**src/rtl/mem_stage_access_if.sv**
```systemverilog
// Data-cache request/response bus used by the MEM stage.
//   dmem_address : word-aligned byte address
//   dmem_read    : read request, held until dmem_resp
//   dmem_write   : write request, held until dmem_resp
//   dmem_mbe     : write byte enables
//   dmem_wdata   : lane-placed store data
//   dmem_resp    : cache response, completes the outstanding request
//   dmem_rdata   : cache read word, valid with dmem_resp
// master = MEM stage (requester), slave = data cache.
interface mem_stage_access_if;
  logic [31:0] dmem_address;
  logic        dmem_read;
  logic        dmem_write;
  logic [3:0]  dmem_mbe;
  logic [31:0] dmem_wdata;
  logic        dmem_resp;
  logic [31:0] dmem_rdata;

  modport master (
    output dmem_address, dmem_read, dmem_write, dmem_mbe, dmem_wdata,
    input  dmem_resp, dmem_rdata
  );

  modport slave (
    input  dmem_address, dmem_read, dmem_write, dmem_mbe, dmem_wdata,
    output dmem_resp, dmem_rdata
  );
endinterface

```
**src/rtl/mem_stage_access.sv**
```systemverilog
// MEM-stage load/store access unit.
// Turns a valid load or store from the decoded control word into a single
// data-cache transaction, stalls the pipeline while it is outstanding, and
// returns the aligned, sign/zero-extended load result for writeback.
//
// Ports:
//   clk, rst      : clock, synchronous active-high reset
//   valid_i       : MEM control word valid
//   mem_read_i    : load request
//   mem_write_i   : store request
//   funct3_i      : width/sign (000 b, 001 h, 010 w, 100 bu, 101 hu)
//   addr_i        : byte address from the ALU
//   store_data_i  : rs2 value for stores
//   advance_i     : MEM/WB register loads this cycle
//   dmem          : data-cache bus (master side)
//   load_data_o   : extended load result
//   busy_o        : MEM stall request
//   done_o        : access complete, result valid
//   misalign_o    : misaligned access detected, request suppressed
module mem_stage_access (
  input  logic                      clk,
  input  logic                      rst,
  input  logic                      valid_i,
  input  logic                      mem_read_i,
  input  logic                      mem_write_i,
  input  logic [2:0]                funct3_i,
  input  logic [31:0]               addr_i,
  input  logic [31:0]               store_data_i,
  input  logic                      advance_i,
  mem_stage_access_if.master        dmem,
  output logic [31:0]               load_data_o,
  output logic                      busy_o,
  output logic                      done_o,
  output logic                      misalign_o
);

  typedef enum logic [1:0] {
    IDLE   = 2'd0,
    ACCESS = 2'd1,
    DONE   = 2'd2
  } state_t;

  state_t      state;

  logic        op_write_q;
  logic [2:0]  funct3_q;
  logic [31:0] addr_q;
  logic [31:0] wdata_q;
  logic [3:0]  mbe_q;
  logic        rd_q;
  logic        wr_q;
  logic [31:0] load_q;
  logic        done_q;

  logic        req;
  logic        is_write;
  logic        misaligned;
  logic [3:0]  mbe_n;
  logic [31:0] wdata_n;
  logic [7:0]  byte_sel;
  logic [15:0] half_sel;
  logic [31:0] load_ext;

  assign req = valid_i & (mem_read_i | mem_write_i);
  // A control word asserting both ops is treated as a load.
  assign is_write = mem_write_i & ~mem_read_i;

  // funct3[1:0] encodes width: 00 byte, 01 half, 10/11 word (undefined
  // encodings fall into the word case everywhere, matching lw handling).
  always_comb begin
    misaligned = 1'b0;
    case (funct3_i[1:0])
      2'b00:   misaligned = 1'b0;
      2'b01:   misaligned = addr_i[0];
      default: misaligned = |addr_i[1:0];
    endcase
  end

  // Store lane placement: replicate the operand so any lane selected by the
  // byte mask already carries the right bits.
  always_comb begin
    mbe_n   = 4'b1111;
    wdata_n = store_data_i;
    case (funct3_i[1:0])
      2'b00: begin
        mbe_n   = 4'b0001 << addr_i[1:0];
        wdata_n = {4{store_data_i[7:0]}};
      end
      2'b01: begin
        mbe_n   = 4'b0011 << addr_i[1:0];
        wdata_n = {2{store_data_i[15:0]}};
      end
      default: begin
        mbe_n   = 4'b1111;
        wdata_n = store_data_i;
      end
    endcase
  end

  // Load extraction uses the latched address so the result lines up with the
  // request that was issued, not whatever sits on addr_i at response time.
  always_comb begin
    byte_sel = dmem.dmem_rdata[{addr_q[1:0], 3'b000} +: 8];
    half_sel = dmem.dmem_rdata[{addr_q[1], 4'b0000} +: 16];
    case (funct3_q)
      3'b000:  load_ext = {{24{byte_sel[7]}}, byte_sel};
      3'b100:  load_ext = {24'h000000, byte_sel};
      3'b001:  load_ext = {{16{half_sel[15]}}, half_sel};
      3'b101:  load_ext = {16'h0000, half_sel};
      default: load_ext = dmem.dmem_rdata;
    endcase
  end

  always_ff @(posedge clk) begin
    if (rst) begin
      state      <= IDLE;
      op_write_q <= 1'b0;
      funct3_q   <= '0;
      addr_q     <= '0;
      wdata_q    <= '0;
      mbe_q      <= '0;
      rd_q       <= 1'b0;
      wr_q       <= 1'b0;
      load_q     <= '0;
      done_q     <= 1'b0;
    end else begin
      case (state)
        IDLE: begin
          if (req && !misaligned) begin
            op_write_q <= is_write;
            funct3_q   <= funct3_i;
            addr_q     <= addr_i;
            wdata_q    <= is_write ? wdata_n : '0;
            mbe_q      <= is_write ? mbe_n : '0;
            rd_q       <= ~is_write;
            wr_q       <= is_write;
            state      <= ACCESS;
          end
        end
        ACCESS: begin
          if (dmem.dmem_resp) begin
            rd_q   <= 1'b0;
            wr_q   <= 1'b0;
            load_q <= op_write_q ? '0 : load_ext;
            done_q <= 1'b1;
            state  <= DONE;
          end
        end
        DONE: begin
          // Upstream is frozen while we wait here, so nothing is re-issued.
          if (advance_i) begin
            done_q <= 1'b0;
            state  <= IDLE;
          end
        end
        default: begin
          rd_q   <= 1'b0;
          wr_q   <= 1'b0;
          done_q <= 1'b0;
          state  <= IDLE;
        end
      endcase
    end
  end

  assign dmem.dmem_address = {addr_q[31:2], 2'b00};
  assign dmem.dmem_read    = rd_q;
  assign dmem.dmem_write   = wr_q;
  assign dmem.dmem_mbe     = mbe_q;
  assign dmem.dmem_wdata   = wdata_q;

  assign load_data_o = load_q;
  assign done_o      = done_q;

  // busy/misalign react to the incoming word in IDLE so the stall takes
  // effect in the same cycle the request appears.
  assign busy_o     = ~rst & ((state == ACCESS) |
                              ((state == IDLE) & req & ~misaligned));
  assign misalign_o = ~rst & (state == IDLE) & req & misaligned;

endmodule

```
**src/flat_wrapper.sv**
```systemverilog
// flat-port wrapper written by rule: the top's interface ports become plain ports
module mem_stage_access_flat 
  (clk, rst, valid_i, mem_read_i, mem_write_i, funct3_i, addr_i, store_data_i, advance_i, load_data_o, busy_o, done_o, misalign_o, dmem_dmem_address, dmem_dmem_read, dmem_dmem_write, dmem_dmem_mbe, dmem_dmem_wdata, dmem_dmem_resp, dmem_dmem_rdata);
  mem_stage_access_if dmem_i ();
  input  logic clk;
  input  logic rst;
  input  logic valid_i;
  input  logic mem_read_i;
  input  logic mem_write_i;
  input  logic [2:0] funct3_i;
  input  logic [31:0] addr_i;
  input  logic [31:0] store_data_i;
  input  logic advance_i;
  output logic [31:0] load_data_o;
  output logic busy_o;
  output logic done_o;
  output logic misalign_o;
  output wire logic [$bits(dmem_i.dmem_address)-1:0] dmem_dmem_address;
  output wire logic [$bits(dmem_i.dmem_read)-1:0] dmem_dmem_read;
  output wire logic [$bits(dmem_i.dmem_write)-1:0] dmem_dmem_write;
  output wire logic [$bits(dmem_i.dmem_mbe)-1:0] dmem_dmem_mbe;
  output wire logic [$bits(dmem_i.dmem_wdata)-1:0] dmem_dmem_wdata;
  input wire logic [$bits(dmem_i.dmem_resp)-1:0] dmem_dmem_resp;
  input wire logic [$bits(dmem_i.dmem_rdata)-1:0] dmem_dmem_rdata;
  assign dmem_dmem_address = dmem_i.dmem_address;
  assign dmem_dmem_read = dmem_i.dmem_read;
  assign dmem_dmem_write = dmem_i.dmem_write;
  assign dmem_dmem_mbe = dmem_i.dmem_mbe;
  assign dmem_dmem_wdata = dmem_i.dmem_wdata;
  assign dmem_i.dmem_resp = dmem_dmem_resp;
  assign dmem_i.dmem_rdata = dmem_dmem_rdata;
  mem_stage_access u_core (.clk(clk), .rst(rst), .valid_i(valid_i), .mem_read_i(mem_read_i), .mem_write_i(mem_write_i), .funct3_i(funct3_i), .addr_i(addr_i), .store_data_i(store_data_i), .advance_i(advance_i), .dmem(dmem_i), .load_data_o(load_data_o), .busy_o(busy_o), .done_o(done_o), .misalign_o(misalign_o));
endmodule
```
**config.mk**
```make
export PLATFORM = sky130hd
export DESIGN_NAME = mem_stage_access_flat
export DESIGN_NICKNAME = d
export VERILOG_FILES = /design/src/rtl/mem_stage_access_if.sv /design/src/rtl/mem_stage_access.sv /design/src/flat_wrapper.sv
export SDC_FILE = /design/constraint.sdc
export NUM_CORES = 1
export LEC_CHECK = 0
export ABC_AREA = 1
export CAP_MARGIN = 15
export CORE_ASPECT_RATIO = 0.6
export CORE_MARGIN = 2
export CORE_UTILIZATION = 35
export CTS_BUF_LIST = sky130_fd_sc_hd__clkbuf_16
export DETAILED_ROUTE_END_ITERATION = 8
export PLACE_DENSITY = 0.67
export SYNTH_ARGS = -nofsm -noshare
export SYNTH_HDL_FRONTEND = slang
export SYNTH_SLANG_ARGS = --single-unit
```
**constraint.sdc**
```tcl
create_clock -name clk -period 2.59 [get_ports clk]
set_input_delay 0.777 -clock clk [delete_from_list [all_inputs] [get_ports clk]]
set_output_delay 0.777 -clock clk [all_outputs]
set_load 0.02 [all_outputs]
```
# Yosys cells after proc, flatten, opt, wreduce, memory -nomap -nowiden
# Index checks and enable logic that the tools add are counted.
dict set report word_totals {
  reg_bits 109
  input_bits 106
  output_inout_bits 105
  elab_cells 69
}
dict set report classes {
  n_eq_ne 9
  shifts 4
  n_mux 19
  n_bitwise 16
  reduce_logical 11
}
# operator count
set ops {}
lappend ops {{$pmux W32 S4} 1}
lappend ops {{$mux W32} 2}
lappend ops {{$pmux W32 S2} 1}
lappend ops {{$shiftx A32 B6 Y16} 1}
lappend ops {{$shiftx A32 B6 Y8} 1}
lappend ops {{$pmux W1 S3} 3}
lappend ops {{$reduce_and A3 Y1} 3}
lappend ops {{$and A1 B1 Y1} 8}
lappend ops {{$pmux W4 S2} 1}
lappend ops {{$eq A3 B3 Y1 const B} 2}
lappend ops {{$mux W2} 3}
lappend ops {{$not A1 Y1} 6}
lappend ops {{$pmux W2 S3} 1}
lappend ops {{$mux W1} 5}
lappend ops {{$eq A2 B1 Y1 const B} 2}
lappend ops {{$logic_not A2 Y1} 2}
lappend ops {{$mux W4} 1}
lappend ops {{$ne A2 B2 Y1 const B} 2}
lappend ops {{$reduce_and A2 Y1} 2}
lappend ops {{$shl A1 B2 Y4 const A} 1}
lappend ops {{$shl A2 B2 Y4 const A} 1}
lappend ops {{$eq A3 B1 Y1 const B} 1}
lappend ops {{$logic_not A3 Y1} 1}
lappend ops {{$eq A2 B2 Y1 const B} 1}
lappend ops {{other kinds (6)} 7}

# Depth between registers and ports, before layout
dict set report depth {
  word_depth 6
  ltp_mapped 10
}

# Worst setup path after synthesis
# OpenSTA, ideal clock, no wires.
dict set report synth_timing {
  path_type {input port to output port}
  start {input funct3_i[1]}
  end {output busy_o}
  t_arrival_ps 1866
  required_time_ps 1813
  path_slack_ps -53
  stages 9
  n_path_buf 3
  path_cell_list {buf_6 -> clkinv_2 -> nand2_4 -> o21ai_4 -> inv_2 -> nand2_2 -> buf_6 -> buf_4 -> a21oi_1}
}
dict set report synth_between {
  elab_chain_len 6
  word_cells_on_any_way 7
}
# element line_no
set synth_lines {}
lappend synth_lines {{from (decl)} flat_wrapper.sv:10} ;# input logic [2:0] funct3_i;
lappend synth_lines {{$eq A2 B1 Y1 / $logic_not A2 Y1 (equally long branches)} mem_stage_access.sv:72} ;# case (funct3_i[1:0])
lappend synth_lines {{$pmux W1 S2 (*)} mem_stage_access.sv:72}
lappend synth_lines {{$not A1 Y1 (*)} mem_stage_access.sv:178} ;# ((state == IDLE) & req & ~misaligned));
lappend synth_lines {{$and A1 B1 Y1 (*)} mem_stage_access.sv:178}
lappend synth_lines {{$or A1 B1 Y1 (*)} mem_stage_access.sv:177} ;# assign busy_o = ~rst & ((state == ACCESS) |
lappend synth_lines {{$and A1 B1 Y1 (*)} mem_stage_access.sv:177}
lappend synth_lines {{to (decl)} flat_wrapper.sv:15} ;# output logic busy_o;
# Mark *: on every way between the ends. The rest lies on a longest branch, timed or not.

# Worst setup path in the final report
dict set report layout_timing {
  start {input addr_i[1]}
  end {output busy_o}
}
dict set report layout_between {
  elab_chain_len 6
}
# element line_no
set layout_lines {}
lappend layout_lines {{from (decl)} flat_wrapper.sv:11} ;# input logic [31:0] addr_i;
lappend layout_lines {{$reduce_or A2 Y1} mem_stage_access.sv:75} ;# default: misaligned = |addr_i[1:0];
lappend layout_lines {{$pmux W1 S2} mem_stage_access.sv:72}
lappend layout_lines {{$not A1 Y1} mem_stage_access.sv:178}
lappend layout_lines {{$and A1 B1 Y1} mem_stage_access.sv:178}
lappend layout_lines {{$or A1 B1 Y1} mem_stage_access.sv:177}
lappend layout_lines {{$and A1 B1 Y1} mem_stage_access.sv:177}
# No other way between the ends.

==> metrics.txt <==
Max Used Layer=met5; first-pass GRT wire length=~28 mm; number of buffers inserted by port buffering=208; relative max-transition margin=0.467; warning count from the yosys run=0; number of global-route vias before repair=5252; count of mapped cells out of synthesis=817; Post-synth EDFFs=0; Post-CTS Hold Fix Bufs=0; row cnt=35; final routed wire length divided by cell count=15.3 um; final standard cell area without fillers=7980 um2; dpl cell area=about 7500 um2; Slew Viols, Final=0; initial antenna violation count=1; pin slew with the least headroom to its limit=~0.8 ns; Antenna Diode Count=0; top library cells by usage in the layout, fill and taps aside=sky130_fd_sc_hd__clkdlybuf4s50_1, sky130_fd_sc_hd__nand2_1, sky130_fd_sc_hd__nor2_1; total CTS buffers=9; clock insertion delay at the later pin of the skew report=0.35 ns; detailed-routed wire length on met3=between 1.5 and 2 mm; starting DRC count in detailed routing=around 460; post-synthesis instance area=~5400 um2; routed length on met1=9.23 mm; setup skew after layout=0.00915 ns; core region area=15200 um2; total number of clock tree sinks=109; flop and latch count out of synthesis=109; worst-case clock buffer depth=2; estimated wirelength of the detail-placed design=12.7 mm; filler instances=1554; Clock Root Buffer=sky130_fd_sc_hd__clkbuf_16; number of hold violations in the final report=0; count of nets after finishing=approximately 1100; clock slew at the register clock pins of the worst setup and hold paths=0.07 ns; Worst Setup Start Kind=input port; H-tree depth=3; number of different library cells in the post-synthesis netlist=29; synthesis-to-finish area growth=48.4%; status=finished clean; largest net degree at the start of global routing=72; share of async-settable or async-resettable flops after synthesis=0; fraction of the yosys area taken by sequential cells=0.406; number of nets with antenna violations after routing=0; required time at the worst-slack endpoint=1.81 ns; number of search-and-repair iterations in the first detailed-routing pass=4; total global routing track utilization=0.215; metal2 WL=7.25 mm; Vias/cell=4.75; post-route minimum period=2.51 ns; power density cells=523 nW/um2; setup repair after global routing missed its margin=false; Total Die Area=16400 um2; primary flip-flop cell chosen by synthesis mapping=sky130_fd_sc_hd__dfxtp_1; leading cell type in the layout, fill and taps excluded=sky130_fd_sc_hd__clkdlybuf4s50_1; height of the die=100 um; Chip Width=around 160 um; DRC violation count after routing=0; kind of end point of the critical path=primary output; static leakage power=roughly 3.2 nW; CP arrival=1.73 ns; maximum fanout along the worst path=2; weighted congestion at the end of routability-driven global placement=0.854; aggregate negative setup slack=0 ns; count of pins on the block boundary=211; max capacitance violation total=0; Post-Syn Area per Cell=6.58 um2; grt total ovfl=0; worst vdd ir=0.284 mV; worst hold path class=flop to flop; vias post-DR=5732; starting density of the core=0.354; final setup vio count=0; CP Class=input port to primary output; clock tree from TritonCTS=done; share of layout cells above drive strength 1=0.0886; aggregate routed wire length=18.5 mm; final cycle utilization of the critical path=0.969; fmax=398 MHz; Final Hold Slack=0.459 ns
==> metal layers <==
metal | vias to the layer above | GRT usage
met5 | - | 0
met4 | 2 | 0.0364
met3 | 14 | 0.0748
met2 | 208 | 0.304
met1 | 2585 | 0.317
li1 | 2923 | -
==> path summary, 6_finish.rpt <==
check | start | to | slack [ns] | depth (start not counted)
max | addr_i[1] | busy_o | 0.08 | 10
min | u_core.done_o | u_core.done_o | 0.46 | 2
min reg2reg | u_core.done_o | u_core.done_o | 0.46 | 2
max reg2reg | u_core.state[0] | u_core.funct3_q[1] | 0.43 | 13
==> cells by family after synthesis <==
family	synth area share
AOI/OAI and AO/OA	0.142
buffers and inverters	0.127
DFF	0.406
other	0.000698
and+or+nand+nor	0.324
==> layout make-up <==
class                      instances  area [um2]  area share
timing repair buffer             253        2520       0.316
multi-input combinational        577        2540       0.318
tap                              203         254      0.0318
clock inverter                     6        63.8     0.00800
clock buffer                       9         225      0.0282
sequential                       109        2180       0.274
inverter                          51         194      0.0243
==> Yosys cell counts, types with 2 or more instances <==
library cell / n / area, um2
sky130_fd_sc_hd__a21oi_1: 89 / 445
sky130_fd_sc_hd__and2_1: 2 / 12.5
sky130_fd_sc_hd__buf_1: 2 / 7.51
sky130_fd_sc_hd__buf_2: 15 / 75.1
sky130_fd_sc_hd__buf_4: 36 / 270
sky130_fd_sc_hd__buf_6: 4 / 45.0
sky130_fd_sc_hd__clkbuf_1: 24 / 90.1
sky130_fd_sc_hd__dfxtp_1: 109 / 2180
sky130_fd_sc_hd__inv_1: 44 / 165
sky130_fd_sc_hd__inv_2: 6 / 22.5
sky130_fd_sc_hd__nand2_1: 188 / 706
sky130_fd_sc_hd__nand2_2: 3 / 18.8
sky130_fd_sc_hd__nand2_4: 2 / 22.5
sky130_fd_sc_hd__nand3_1: 47 / 235
sky130_fd_sc_hd__nor2_1: 157 / 589
sky130_fd_sc_hd__nor2_2: 3 / 18.8
sky130_fd_sc_hd__nor2_4: 2 / 22.5
sky130_fd_sc_hd__nor3_1: 12 / 60.1
sky130_fd_sc_hd__o21ai_0: 57 / 285
sky130_fd_sc_hd__or2_0: 3 / 18.8
sky130_fd_sc_hd__or2_2: 4 / 25.0
==> where the power goes <==
| group | switching [mW] | total [mW] | internal [mW] |
|---|---|---|---|
| clock | 0.654 | 1.40 | 0.747 |
| sequential | 0.0436 | 1.79 | 1.75 |
| combinational | 0.527 | 0.974 | 0.447 |
==> flip-flops by register name, summed over array words and instances (netlist names), 2 cells and up <==
signal and cells:
u_core.addr_q 32, u_core.dmem.dmem_mbe 4, u_core.dmem.dmem_wdata 32, u_core.state 2
u_core.funct3_q 3, u_core.load_data_o 32
==> worst max-delay path: stages <==
cell and delay, ns:
sky130_fd_sc_hd__clkdlybuf4s15_1 0.20, sky130_fd_sc_hd__inv_2 0.07, sky130_fd_sc_hd__nand2_2 0.06, sky130_fd_sc_hd__nand2_2 0.07, sky130_fd_sc_hd__o21ai_4 0.07, sky130_fd_sc_hd__inv_2 0.06
sky130_fd_sc_hd__buf_4 0.11, sky130_fd_sc_hd__nand2_4 0.06, sky130_fd_sc_hd__a21oi_4 0.12, sky130_fd_sc_hd__buf_6 0.13
==> repair_timing <==
item / CTS / global route
resized for setup: 21 / 7
pin swaps: 5 / 6
endpoints found under the setup margin: 2 / 2
buffers inserted: 9 / 3
cloned: 0 / 4
==> through the flow <==
stage / power [mW] / instances / util / setup WS [ns]
2_1_floorplan: 2.35 / 818 / - / 0.0509
3_3_place_gp: 2.75 / 1177 / 0.494 / -0.672
3_5_place_dp: 2.75 / 1177 / 0.494 / -0.691
4_1_cts: 4.17 / 1201 / 0.518 / 0.00593
5_1_grt: 4.39 / 1208 / 0.525 / 0.000729
6_report: 4.17 / 1208 / 0.525 / 0.0792
(Power assumes the default switching activity.)
